**src/rtl/cell_op_scheduler.sv**
```systemverilog
// cell_op_scheduler: shares one bit-serial logic slice between NREQ requesters.
// A round-robin arbiter accepts one request in IDLE. The operands are loaded into
// shift registers and one result bit is produced per clock, LSB first. The tagged
// word is then presented for a single DONE cycle.
// Ports:
//   i_clk, i_rst_n           clock, asynchronous active-low reset
//   i_req_valid/o_req_ready  per-requester handshake; o_req_ready is one-hot
//   i_req_op/a/b/sel         per-requester opcode and operand slices
//   o_resp_valid/id/data     one-cycle result strobe, requester id, result word
//   o_busy                   high whenever the scheduler is not idle
module cell_op_scheduler #(
  parameter int unsigned NREQ  = 4,
  parameter int unsigned WIDTH = 8,
  parameter int unsigned IDW   = 2
) (
  input  logic                    i_clk,
  input  logic                    i_rst_n,
  input  logic [NREQ-1:0]         i_req_valid,
  output logic [NREQ-1:0]         o_req_ready,
  input  logic [3*NREQ-1:0]       i_req_op,
  input  logic [WIDTH*NREQ-1:0]   i_req_a,
  input  logic [WIDTH*NREQ-1:0]   i_req_b,
  input  logic [WIDTH*NREQ-1:0]   i_req_sel,
  output logic                    o_resp_valid,
  output logic [IDW-1:0]          o_resp_id,
  output logic [WIDTH-1:0]        o_resp_data,
  output logic                    o_busy
);

  localparam int unsigned CntW = (WIDTH > 1) ? $clog2(WIDTH) : 1;

  typedef enum logic [1:0] {StIdle, StShift, StDone} state_e;

  state_e             r_state, w_state_next;
  logic [IDW-1:0]     r_ptr;
  logic [CntW-1:0]    r_cnt;
  logic [WIDTH-1:0]   r_a, r_b, r_sel;
  logic [2:0]         r_op;
  logic [IDW-1:0]     r_id;
  logic [WIDTH-2:0]   r_res;  // partial result; the final bit joins it on the last shift
  logic [WIDTH-1:0]   r_resp_data;
  logic [IDW-1:0]     r_resp_id;

  logic               w_any, w_hi_found, w_last, w_bit;
  logic [IDW-1:0]     w_hi_id, w_lo_id, w_win;
  logic [NREQ-1:0]    w_hi_oh, w_lo_oh, w_oh;
  logic [WIDTH-1:0]   w_a, w_b, w_sel, w_res_shift;
  logic [2:0]         w_op;

  function automatic logic cell_eval(input logic [2:0] op, input logic a, input logic b,
                                     input logic s);
    case (op)
      3'd0:    return a;
      3'd1:    return a & b;
      3'd2:    return a | b;
      3'd3:    return a ^ b;
      3'd4:    return ~(a & b);
      3'd5:    return ~a;
      3'd6:    return s ? b : a;
      default: return 1'b0;
    endcase
  endfunction

  // Round-robin: lowest valid index above the pointer wins, otherwise the lowest
  // valid index at or below it (wrap-around).
  always_comb begin
    w_hi_found = 1'b0;
    w_hi_id    = '0;
    w_lo_id    = '0;
    w_hi_oh    = '0;
    w_lo_oh    = '0;
    for (int i = NREQ - 1; i >= 0; i--) begin
      if (i_req_valid[i]) begin
        if (i > int'(r_ptr)) begin
          w_hi_found = 1'b1;
          w_hi_id    = IDW'(i);
          w_hi_oh    = '0;
          w_hi_oh[i] = 1'b1;
        end else begin
          w_lo_id    = IDW'(i);
          w_lo_oh    = '0;
          w_lo_oh[i] = 1'b1;
        end
      end
    end
    w_any = |i_req_valid;
    w_win = w_hi_found ? w_hi_id : w_lo_id;
    w_oh  = w_hi_found ? w_hi_oh : w_lo_oh;
  end

  // Operand select driven by the one-hot grant.
  always_comb begin
    w_a   = '0;
    w_b   = '0;
    w_sel = '0;
    w_op  = '0;
    for (int i = 0; i < NREQ; i++) begin
      if (w_oh[i]) begin
        w_a   = i_req_a[i*WIDTH +: WIDTH];
        w_b   = i_req_b[i*WIDTH +: WIDTH];
        w_sel = i_req_sel[i*WIDTH +: WIDTH];
        w_op  = i_req_op[i*3 +: 3];
      end
    end
  end

  assign w_bit       = cell_eval(r_op, r_a[0], r_b[0], r_sel[0]);
  assign w_res_shift = {w_bit, r_res};
  assign w_last      = (r_cnt == CntW'(WIDTH - 1));

  always_comb begin
    w_state_next = r_state;
    unique case (r_state)
      StIdle:  if (w_any) w_state_next = StShift;
      StShift: if (w_last) w_state_next = StDone;
      StDone:  w_state_next = StIdle;
      default: w_state_next = StIdle;
    endcase
  end

  always_ff @(posedge i_clk or negedge i_rst_n) begin
    if (!i_rst_n) begin
      r_state     <= StIdle;
      r_ptr       <= IDW'(NREQ - 1);
      r_cnt       <= '0;
      r_a         <= '0;
      r_b         <= '0;
      r_sel       <= '0;
      r_op        <= '0;
      r_id        <= '0;
      r_res       <= '0;
      r_resp_data <= '0;
      r_resp_id   <= '0;
    end else begin
      r_state <= w_state_next;
      unique case (r_state)
        StIdle: begin
          if (w_any) begin
            r_a   <= w_a;
            r_b   <= w_b;
            r_sel <= w_sel;
            r_op  <= w_op;
            r_id  <= w_win;
            r_ptr <= w_win;
            r_cnt <= '0;
          end
        end
        StShift: begin
          r_a   <= r_a >> 1;
          r_b   <= r_b >> 1;
          r_sel <= r_sel >> 1;
          r_res <= w_res_shift[WIDTH-1:1];
          r_cnt <= r_cnt + 1'b1;
          if (w_last) begin
            r_resp_data <= w_res_shift;
            r_resp_id   <= r_id;
          end
        end
        default: ;
      endcase
    end
  end

  // Gated by reset so no grant is offered while the block is held in reset.
  assign o_req_ready  = (r_state == StIdle && i_rst_n) ? w_oh : '0;
  assign o_resp_valid = (r_state == StDone);
  assign o_resp_id    = r_resp_id;
  assign o_resp_data  = r_resp_data;
  assign o_busy       = (r_state != StIdle);

endmodule
```
**config.mk**
```make
export PLATFORM = sky130hd
export DESIGN_NAME = cell_op_scheduler
export DESIGN_NICKNAME = d
export VERILOG_FILES = /design/src/rtl/cell_op_scheduler.sv
export SDC_FILE = /design/constraint.sdc
export NUM_CORES = 1
export LEC_CHECK = 0
export ABC_AREA = 0
export CAP_MARGIN = 5
export CORE_MARGIN = 4
export CORE_UTILIZATION = 30
export DETAILED_ROUTE_END_ITERATION = 10
export GPL_ROUTABILITY_DRIVEN = 0
export PLACE_DENSITY_LB_ADDON = 0.2
export SLEW_MARGIN = 20
export SYNTH_ARGS = -nofsm -noshare
export SYNTH_HDL_FRONTEND = slang
export SYNTH_SLANG_ARGS = --single-unit
```
**constraint.sdc**
```tcl
create_clock -name i_clk -period 3.85 [get_ports i_clk]
set_clock_uncertainty 0.15 [all_clocks]
set_input_delay 1.155 -clock i_clk [delete_from_list [all_inputs] [get_ports i_clk]]
set_output_delay 1.155 -clock i_clk [all_outputs]
set_load 0.02 [all_outputs]
```
Word level (Yosys, flattened, before mapping)
Cells that the tools add are included.
- equality and inequality tests: 11
- reductions and logical operators: 10
- add/sub/neg operators: 1
- muxes and demuxes: 64
- bitwise operators: 5
- order comparisons: 3
- operators with widths (operator ; count):
    $mux 8 ; 15
    $mux 4 ; 15
    $pmux 8 s2 ; 3
    $mux 2 ; 16
    $mux 3 ; 5
    $eq 3x3->1 const B ; 4
    $reduce_and 2->1 ; 4
    $mux 1 ; 7
    $pmux 1 s7 ; 1
    $eq 3x2->1 const B ; 2
    $pmux 3 s2 ; 1
    $gt 2x2->1 const A ; 2
    $ne 2x2->1 const B ; 2
    $pmux 2 s2 ; 1
    $reduce_bool 2->1 ; 2
    $reduce_or 4->1 ; 1
    $add 3x1->3 const B ; 1
    $eq 3x1->1 const B ; 1
    $logic_not 3->1 ; 1
    $eq 2x1->1 const B ; 1
    $eq 2x2->1 const B ; 1
    $gt 1x2->1 const A ; 1
    $logic_not 2->1 ; 1
    $not 1->1 ; 2
    other kinds (4) ; 4
- output and inout bits: 16
- input port bits: 114
- register bits: 53

Longest topological paths before layout
- depth after elaboration: 15
- depth in mapped cells: 8

Worst setup path after synthesis
Ideal clock, no wire load.
- path type: input port to output port
- from: in i_req_valid[1]
- to: out o_req_ready[0]
- data arrival time: 2574 ps
- buffers on the path: 3
- slack: -29 ps
- required time: 2545 ps
- cell stages on the path: 7
- cells stage by stage: buf_2 -> nor2b_1 -> o21bai_1 -> and3_1 -> clkbuf_1 -> buf_2 -> nor2b_1
- cells in the longest elaborated chain, start to end: 4
- elaborated cells on any way between the ends: 6
- classes of those cells: mux (6)
- ends and longest elaborated chain (element ; RTL line ; RTL):
    start: declaration ; 18 ; input logic [NREQ-1:0] i_req_valid,
    $mux 4 (2 in series) ; 73 ; if (i_req_valid[i]) begin
    $mux 4 (*) ; 88 ; w_oh = w_hi_found ? w_hi_oh : w_lo_oh;
    $mux 4 (*) ; 165 ; assign o_req_ready = (r_state == StIdle && i_rst_n) ? w_oh : '0;
    end: declaration ; 19 ; output logic [NREQ-1:0] o_req_ready,
Every way passes the cells marked *; elsewhere a longest branch is shown, timed or not.

Final worst setup path
- from: in i_req_valid[0]
- to: out o_req_ready[2]
- cells in the longest elaborated chain, start to end: 3
- ends and longest elaborated chain (element ; RTL line):
    $mux 4 ; 73
    $mux 4 ; 88
    $mux 4 ; 165
No other way between the ends.

==> metrics.txt <==
Crit. End Element primary output; clk root buf clkbuf_8; Fill cells 1,055; flops & latches, synth 53; Setup Buffers After CTS 0; first-pass GRT wire length 17,400 um; fin crit period 3.80 ns; Die Y 113 um; cts hold-fix bufs 0; CP startpoint kind input port; Crit Path Class in2out; total gr overflow 0; Final Cycle Share 98.7%; Hold/Removal Path Class reg2reg; pre-CTS WS -0.439 ns; fin cells 618; Rows 38; core area 10,800 sq um; P per Cell Area 652 nW/um^2; Die Width 113 um; worst-path maximum fanout 5; Req. time, crit path 2.54 ns; CTS max path bufs 2; CTS tree yes; net count after synthesis 471; vias per inst 5.32; largest net degree at the start of global routing 54; Worst-Skew Late Latency 0.31 ns; worst path arrival time 2.49 ns; Max Slew Vio Count 0; antenna cells 0; final wirelength 11,100 um; num ports 130; Final Hold Fails 0; Synth area leader dfrtp_1; synth unique cells 36; number of placed instances, taps included 610; RSZ-0062 raised after global routing false; drt wl/cell 17.9 um; Worst slew margin 37.7%; hpwl dp 8020 um; setup ws final 0.0509 ns; top cells by area, synth dfrtp_1 (38%), a221o_1 (14%), a22o_1 (6.3%); antenna-violating nets left 0; port bufs 129; number of antenna violations at the first check in global routing 0; clk slew on worst S/H paths 0.10 ns; Post-synth ARST share 100%; Max-Cap Viols 0; Initial Utilization 30.7%; vias in the first global route 3,408; Sink Count 53; most frequent cell after synthesis dfrtp_1; Pwr Total 0.00321 W; # nets final 595; status finished, final reports clean; Post-synth EDFFs 0; leak pwr 2.06 nW; drt pass-1 iters 4; Syn Inst Count 353; Post-synth top flop dfrtp_1; die area 12,800 sq um; Fmax 263 MHz; Post-route DRC 0; average cell area after synthesis 9.41 sq um; gr usage total 16.8%; commonest cells in the netlist dfrtp_1 (51), a221o_1 (45), nor2_1 (36), nand2_1 (32), a22o_1 (24); Least-Margin Pin Slew 0.935 ns; initial DRC count 173; H-tree lvl count 2; Area growth syn-to-layout 47.9%; sequential fraction of the synthesis area 40.0%; Synth warnings 0; Mapped Area 3320 sq um; Synth top area share 38.4%; hold slack 0.338 ns; final setup fails 0; layout cells sized above 1 14.4%; via count 3,290; TritonCTS buffer count 5; Peak supply drop 374 uV
final timing paths:
kind                                 startpoint                    to  slack, ns  depth (start not counted)
setup / recovery                 i_req_valid[0]        o_req_ready[2]       0.05                          5
hold / removal             r_res[0]$_DFFE_PN0P_  r_res[0]$_DFFE_PN0P_       0.34                          2
setup reg to reg           r_ptr[0]$_DFFE_PN1P_    r_b[1]$_DFFE_PN0P_       1.09                          6
hold reg to reg            r_res[0]$_DFFE_PN0P_  r_res[0]$_DFFE_PN0P_       0.34                          2
max in group asynchronous               i_rst_n   r_op[1]$_DFFE_PN0P_       2.22                          2
min in group asynchronous               i_rst_n    r_a[0]$_DFFE_PN0P_       0.89                          2
worst max-delay path: stages:
cell and delay (ns):
clkdlybuf4s50_1 0.50, o21ai_0 0.26, o211ai_1 0.19, nor2_1 0.12
clkdlybuf4s15_2 0.27
cell families after synthesis:
logic type,Yosys count,synth area share (%)
compound gates,134,33.1
simple gates,109,14.8
flops,53,40.0
buf+inv,40,5.95
mux,13,4.71
fa+ha+maj,4,1.51
layout by cell type, fill, tap and decap left out, types with 4 or more instances in the layout:
master,n
nor2_1,36
inv_1,6
ha_1,4
nand2_1,32
clkdlybuf4s50_1,121
a221o_1,45
and3_1,4
nor3_1,21
o21ai_0,12
o21bai_1,4
a21oi_1,20
dfrtp_1,51
nor2b_1,8
buf_4,21
mux2_2,11
clkbuf_8,5
a22o_1,24
a21oi_2,14
routing by layer:
metal  wire length, um  up-vias  share of wire (%)  global-route usage (%)
li1                  -     1585                  -                       -
met4               144        0                1.3                    4.17
met5                 0        -                  0                       0
met1              4740     1597                 43                    21.4
met2              5420       99                 49                    29.0
met3               757        9                6.8                    3.80
flip-flops by register name, summed over array words and instances, names as in the netlist:
| register | count |
|---|---|
| r_state | 2 |
| o_resp_data | 8 |
| r_ptr | 2 |
| r_id | 2 |
| r_op | 3 |
| r_b | 8 |
| r_cnt | 3 |
| r_res | 7 |
| r_sel | 8 |
| r_a | 8 |
| o_resp_id | 2 |
power breakdown:
group          internal [W]  switching [W]  leakage, nW
Combinational      0.000902       0.000877         1.35
Clock              0.000195       0.000188       0.0585
Sequential         0.000819       0.000225        0.658
stage by stage:
step | utilization, % | cell area (sq um) | setup TNS (ns)
after global placement | 44.4 | 4810 | -1.46
after detailed placement | 44.4 | 4810 | -1.50
after global routing | 45.3 | 4910 | 0
after floorplan | - | 3330 | 0
after CTS | 45.5 | 4930 | 0
final | 45.3 | 4910 | 0
cell type report:
type	instances	area [sq um]	area share [%]
Multi-Input combinational cell	260	1830	37.2
Timing Repair Buffer	151	1450	29.4
Sequential cell	53	1330	27.0
Tap cell	140	175	3.57
Clock buffer	5	68.8	1.40
Clock inverter	3	43.8	0.891
Inverter	6	22.5	0.458
what timing repair did:
action                     4_1_cts  5_1_grt
gates resized for setup         12        5
gates cloned                     0        0
setup endpoints to repair        4        3
No activity file was read; power rests on OpenSTA's default activity.
